<file path="config.mk">
export PLATFORM = sky130hd
export DESIGN_NAME = instr_fetch
export DESIGN_NICKNAME = d
export VERILOG_FILES = /design/src/rtl/instr_fetch.sv
export SDC_FILE = /design/constraint.sdc
export NUM_CORES = 1
export LEC_CHECK = 0
export CELL_PAD_IN_SITES_DETAIL_PLACEMENT = 1
export CELL_PAD_IN_SITES_GLOBAL_PLACEMENT = 1
export CORE_ASPECT_RATIO = 0.5
export CORE_MARGIN = 2
export CORE_UTILIZATION = 49
export CTS_CLUSTER_DIAMETER = 150
export CTS_CLUSTER_SIZE = 30
export DETAILED_ROUTE_END_ITERATION = 8
export PLACE_DENSITY = 0.83
export RECOVER_POWER = 25
export SETUP_SLACK_MARGIN = 0.15
export SLEW_MARGIN = 20
export SYNTH_ARGS = -nofsm -noshare
export SYNTH_HDL_FRONTEND = slang
export SYNTH_SLANG_ARGS = --single-unit
</file>
<file path="constraint.sdc">
create_clock -name clk -period 3.4 [get_ports clk]
set_clock_uncertainty 0.15 [all_clocks]
set_input_delay 0.68 -clock clk [delete_from_list [all_inputs] [get_ports clk]]
set_output_delay 0.68 -clock clk [all_outputs]
set_load 0.05 [all_outputs]
</file>
<file path="src/rtl/instr_fetch.sv">
// ============================================================================
// Module      : instr_fetch
// Description : Program counter, program memory and optional return stack
//               (enabled by defining RET_STACK_EN).
// Revision    : 1.0 - initial release
// ============================================================================
`default_nettype none

module instr_fetch #(
    parameter int OP_SIZE     = 4,
    parameter int ARG_SIZE    = 3,
    parameter int ARG_NUM     = 2,
    parameter int ADDR_W      = 4,
    parameter int STACK_DEPTH = 4
) (
    input  logic                                clk,
    input  logic                                rst,
    input  logic                                done,
    input  logic                                branch,
    input  logic                                link,
    input  logic                                ret,
    input  logic [ADDR_W-1:0]                   branch_addr,
    input  logic                                load_we,
    input  logic [ADDR_W-1:0]                   load_addr,
    input  logic [OP_SIZE+ARG_NUM*ARG_SIZE-1:0] load_data,
    output logic [OP_SIZE+ARG_NUM*ARG_SIZE-1:0] instruction,
    output logic [ADDR_W-1:0]                   pc,
    output logic                                instr_valid,
    output logic                                stack_empty,
    output logic                                stack_full,
    output logic                                fault
);

    localparam int IW = OP_SIZE + ARG_NUM * ARG_SIZE;

    typedef enum logic [0:0] {
        ST_RUN   = 1'b0,
        ST_FAULT = 1'b1
    } state_t;

    state_t            r_state;
    state_t            w_state_nxt;
    logic [ADDR_W-1:0] r_pc;
    logic [ADDR_W-1:0] w_pc_nxt;
    logic [ADDR_W-1:0] w_pc_inc;
    logic [IW-1:0]     r_mem [2**ADDR_W];
    logic [IW-1:0]     r_instr;
    logic              r_valid;
    logic              r_started;

    assign w_pc_inc = r_pc + ADDR_W'(1);

`ifdef RET_STACK_EN
    localparam int DW = $clog2(STACK_DEPTH + 1);
    localparam int SW = (STACK_DEPTH > 1) ? $clog2(STACK_DEPTH) : 1;

    logic [ADDR_W-1:0] r_stack [STACK_DEPTH];
    logic [DW-1:0]     r_depth;
    logic              w_empty;
    logic              w_full;
    logic              w_push;
    logic              w_pop;
    logic [ADDR_W-1:0] w_top;

    assign w_empty = (r_depth == '0);
    assign w_full  = (r_depth == DW'(STACK_DEPTH));
    assign w_top   = r_stack[SW'(r_depth - DW'(1))];
`else
    logic w_unused;
    assign w_unused = ^{link, ret, 1'(STACK_DEPTH)};
`endif

    always_ff @(posedge clk or posedge rst) begin
        if (rst) begin
            r_state <= ST_RUN;
        end else begin
            r_state <= w_state_nxt;
        end
    end

    // Priority: ret > branch > done > hold; a faulting request leaves PC as is.
    always_comb begin
        w_state_nxt = r_state;
        w_pc_nxt    = r_pc;
`ifdef RET_STACK_EN
        w_push      = 1'b0;
        w_pop       = 1'b0;
`endif
        if (r_state == ST_RUN) begin
`ifdef RET_STACK_EN
            if (ret) begin
                if (w_empty) begin
                    w_state_nxt = ST_FAULT;
                end else begin
                    w_pc_nxt = w_top;
                    w_pop    = 1'b1;
                end
            end else if (branch) begin
                if (link && w_full) begin
                    w_state_nxt = ST_FAULT;
                end else begin
                    w_pc_nxt = branch_addr;
                    w_push   = link;
                end
            end else if (done) begin
                w_pc_nxt = w_pc_inc;
            end
`else
            if (branch) begin
                w_pc_nxt = branch_addr;
            end else if (done) begin
                w_pc_nxt = w_pc_inc;
            end
`endif
        end
    end

    // Instruction register reads the address PC is about to take (write-first).
    always_ff @(posedge clk or posedge rst) begin
        if (rst) begin
            r_pc      <= '0;
            r_instr   <= '0;
            r_valid   <= 1'b0;
            r_started <= 1'b0;
        end else begin
            r_pc      <= w_pc_nxt;
            r_instr   <= (load_we && (load_addr == w_pc_nxt)) ? load_data : r_mem[w_pc_nxt];
            r_valid   <= r_started && (w_state_nxt == ST_RUN);
            r_started <= 1'b1;
        end
    end

    always_ff @(posedge clk) begin
        if (load_we) begin
            r_mem[load_addr] <= load_data;
        end
    end

`ifdef RET_STACK_EN
    always_ff @(posedge clk) begin
        if (w_push) begin
            r_stack[SW'(r_depth)] <= w_pc_inc;
        end
    end

    always_ff @(posedge clk or posedge rst) begin
        if (rst) begin
            r_depth <= '0;
        end else if (w_push) begin
            r_depth <= r_depth + DW'(1);
        end else if (w_pop) begin
            r_depth <= r_depth - DW'(1);
        end
    end

    assign stack_empty = w_empty;
    assign stack_full  = w_full;
    assign fault       = (r_state == ST_FAULT);
`else
    assign stack_empty = 1'b1;
    assign stack_full  = 1'b0;
    assign fault       = 1'b0;
`endif

    assign pc          = r_pc;
    assign instruction = r_instr;
    assign instr_valid = r_valid;

endmodule

`default_nettype wire

</file>
==> summary.md <==
| Metric | Value |
|---|---|
| FP Rows | `31` |
| Post-cts repair resize count | `0` |
| First DRT Iteration DRCs | `509` |
| Diodes inserted | `0` |
| CTS Buf Count | `17` |
| Post-synth EDFFs | `160` |
| Max Fclk | `317 MHz` |
| Status | `complete, no violations` |
| Die Y | `90.4 um` |
| Placed cell areas | `0.00811 mm2` |
| Crit path from | `branch` |
| Hold path startpoint | `r_started` |
| HPWL Detailed | `12.5 mm` |
| Startpoint types | `primary input` |
| IO Pins | `43` |
| Post-Layout Inst Area | `0.00870 mm2` |
| Hold Path Class | `flip-flop to flip-flop` |
| Worst vdd ir | `0.382 mV` |
| CTS clk-pin slew, worst paths | `70 ps` |
| Final Max Slew Viols | `0` |
| Layout net count | `612` |
| List of most frequent post-synthesis cells | `160 x edfxtp_1, 97 x nand2_1, 34 x mux2i_1` |
| Synth async-reset ratio | `9.09%` |
| Initial antenna violation count | `0` |
| Hold Path End | `instr_valid` |
| Synthesized area per cell | `14.1 um2` |
| Design Power | `5.49 mW` |
| Synthesis-stage register bit count | `176` |
| Drt drc | `0` |
| Period utilisation layout | `92.6%` |
| Synth Flop Type | `edfxtp_1` |
| Hold Path Depth | `0` |
| Worst Setup End Kind | `flip-flop` |
| Count leader, synth | `edfxtp_1` |
| Sequential area share after synthesis | `71.1%` |
| First-pass GRT wire length | `32.9 mm` |
| Deepest clock path buffer count | `2` |
| Setup Crit Path Kind | `primary input to flip-flop` |
| Slew headroom | `45.3%` |
| Overflow after GRT | `0` |
| R2R depth | `10` |
| Die footprint | `0.0160 mm2` |
| Post-synth top area share | `65.7%` |
| Number of buffers added on ports | `37` |
| Power density over cell area | `631 mW/mm2` |
| Hold buffer count at CTS | `0` |
| Post-Syn Area | `0.00732 mm2` |
| Vias in the first global route | `5270` |
| Clk root buf | `clkbuf_16` |
| CTS tree | `built` |
| Worst skew pair latency | `450 ps` |
| Register-to-register setup slack | `350 ps` |
| Synth unique cells | `51` |
| Area contributors post-synth | `edfxtp_1 66%, dfrtp_1 5.5%, nand2_1 5.0%` |
| Die X | `177 um` |
| Leakage | `3.09 nW` |
| Syn-to-layout area delta | `18.8%` |
| Crit path DAT | `3310 ps` |
| Drt pass-1 iters | `5` |
| Routed wire length | `21.4 mm` |
| Final Setup Violations | `0` |
| Ys Warns | `0` |
| Tightest Pin Transition | `819 ps` |
| Max Cap Viol | `0` |
| Fill count | `1378` |
| Largest net degree at the start of global routing | `37` |
| # H-tree levels | `4` |
| Global Route Usage Sum | `28.5%` |
| Register area | `0.00520 mm2` |
| Reg-to-reg critical path endpoint | `instruction[6]` |
| Via Count | `4990` |
| Req. time, crit path | `3560 ps` |
| Core Region | `0.0145 mm2` |
| Synth Instances | `520` |
| Largest area contributor in the netlist | `edfxtp_1` |
| Crit path time final | `3150 ps` |
| Vias/cell | `6.26` |
| Average wire per standard cell | `26.9 um` |
| Initial Util | `50.3%` |
| Final Hold Viols | `0` |
| RSZ-0062 raised after global routing | `no` |
| Share of layout cells above drive strength 1 | `14.2%` |
| Number of clock sinks | `176` |
| Crit Reg-Reg Startpoint | `pc[1]` |
| CP Max Fanout | `20` |
| # Post-CTS Setup Buffers | `0` |
| Multi-input logic area | `0.00190 mm2` |
| GPL Wtd Cong | `0.812` |
| ANT nets after route | `0` |
[report_power, final]
part	switching [mW]	total [mW]	internal, mW
clock	0.944	2.00	1.05
combinational	0.676	1.01	0.333
sequential	0.0362	2.48	2.45
[final cells by class]
| class | instances | share of cell area, % |
|---|---|---|
| Inverter | 5 | 0.273 |
| Tap cell | 198 | 2.85 |
| Clock inverter | 14 | 1.86 |
| Multi-Input combinational cell | 306 | 21.8 |
| Sequential cell | 176 | 59.9 |
| Timing Repair Buffer | 80 | 8.40 |
| Clock buffer | 18 | 4.94 |
[layout by cell type, fill, tap and decap left out, types with 5 or more instances in the layout]
cell type	count
edfxtp_1	160
nand2_1	97
buf_4	40
mux2i_1	34
clkdlybuf4s50_1	31
nand3_1	21
nor2_1	19
clkbuf_16	17
dfrtp_1	16
a21oi_1	15
a32oi_1	14
nor3_1	13
a311oi_1	10
inv_6	7
and3_1	6
dlygate4sd3_1	6
xnor2_1	5
a211o_1	5
nor2b_1	5
o31ai_1	5
[kinds of logic after synthesis]
logic type | share of synthesized area, %
AO/OA/AOI/OAI | 8.09
XOR/XNOR | 0.598
adder cells (fa/ha/maj) | 0.171
buffers and inverters | 3.04
flip-flops | 71.1
multiplexers | 5.78
other | 0.103
AND/OR/NAND/NOR | 11.1
[worst max-delay path, stage by stage]
cell and delay (ps):
clkdlybuf4s50_1 510, buf_4 200, a211o_1 230, nand3_2 90
inv_2 60, buf_12 160, xnor2_1 260, nand4_2 180
buf_4 230, nor2_2 420, nand2_1 130, o31ai_1 150
[stage by stage]
stage	TNS [ps]	util (%)	setup WS, ps	std cells	hold WS (ps)
floorplan	0	-	629	522	181
global placement	0	55.7	100	765	182
detailed placement	-212	55.7	-66.4	765	204
CTS	0	59.8	296	797	226
global route	0	59.8	169	797	222
finish	0	59.8	250	797	223
[flip-flops by register name, summed over array words and instances (netlist names)]
signal	cells
instr_valid	1
instruction	10
pc	4
r_mem	160
r_started	1
[layer usage]
layer	track usage (%)	up-vias	part of all wire [%]
met1	37.1	2513	41
li1	-	2112	-
met2	45.9	306	49
met5	0	-	0
met4	11.6	0	2.9
met3	7.28	59	7.6
[worst max path at each step]
stage | end | depth (start not counted)
final | instruction[0] | 12
after global routing | instruction[0] | 12
after CTS | instruction[0] | 12
after detailed placement | instruction[0] | 12
after global placement | instruction[7] | 11
after floorplan | instruction[8] | 8
(Power assumes the default switching activity.)
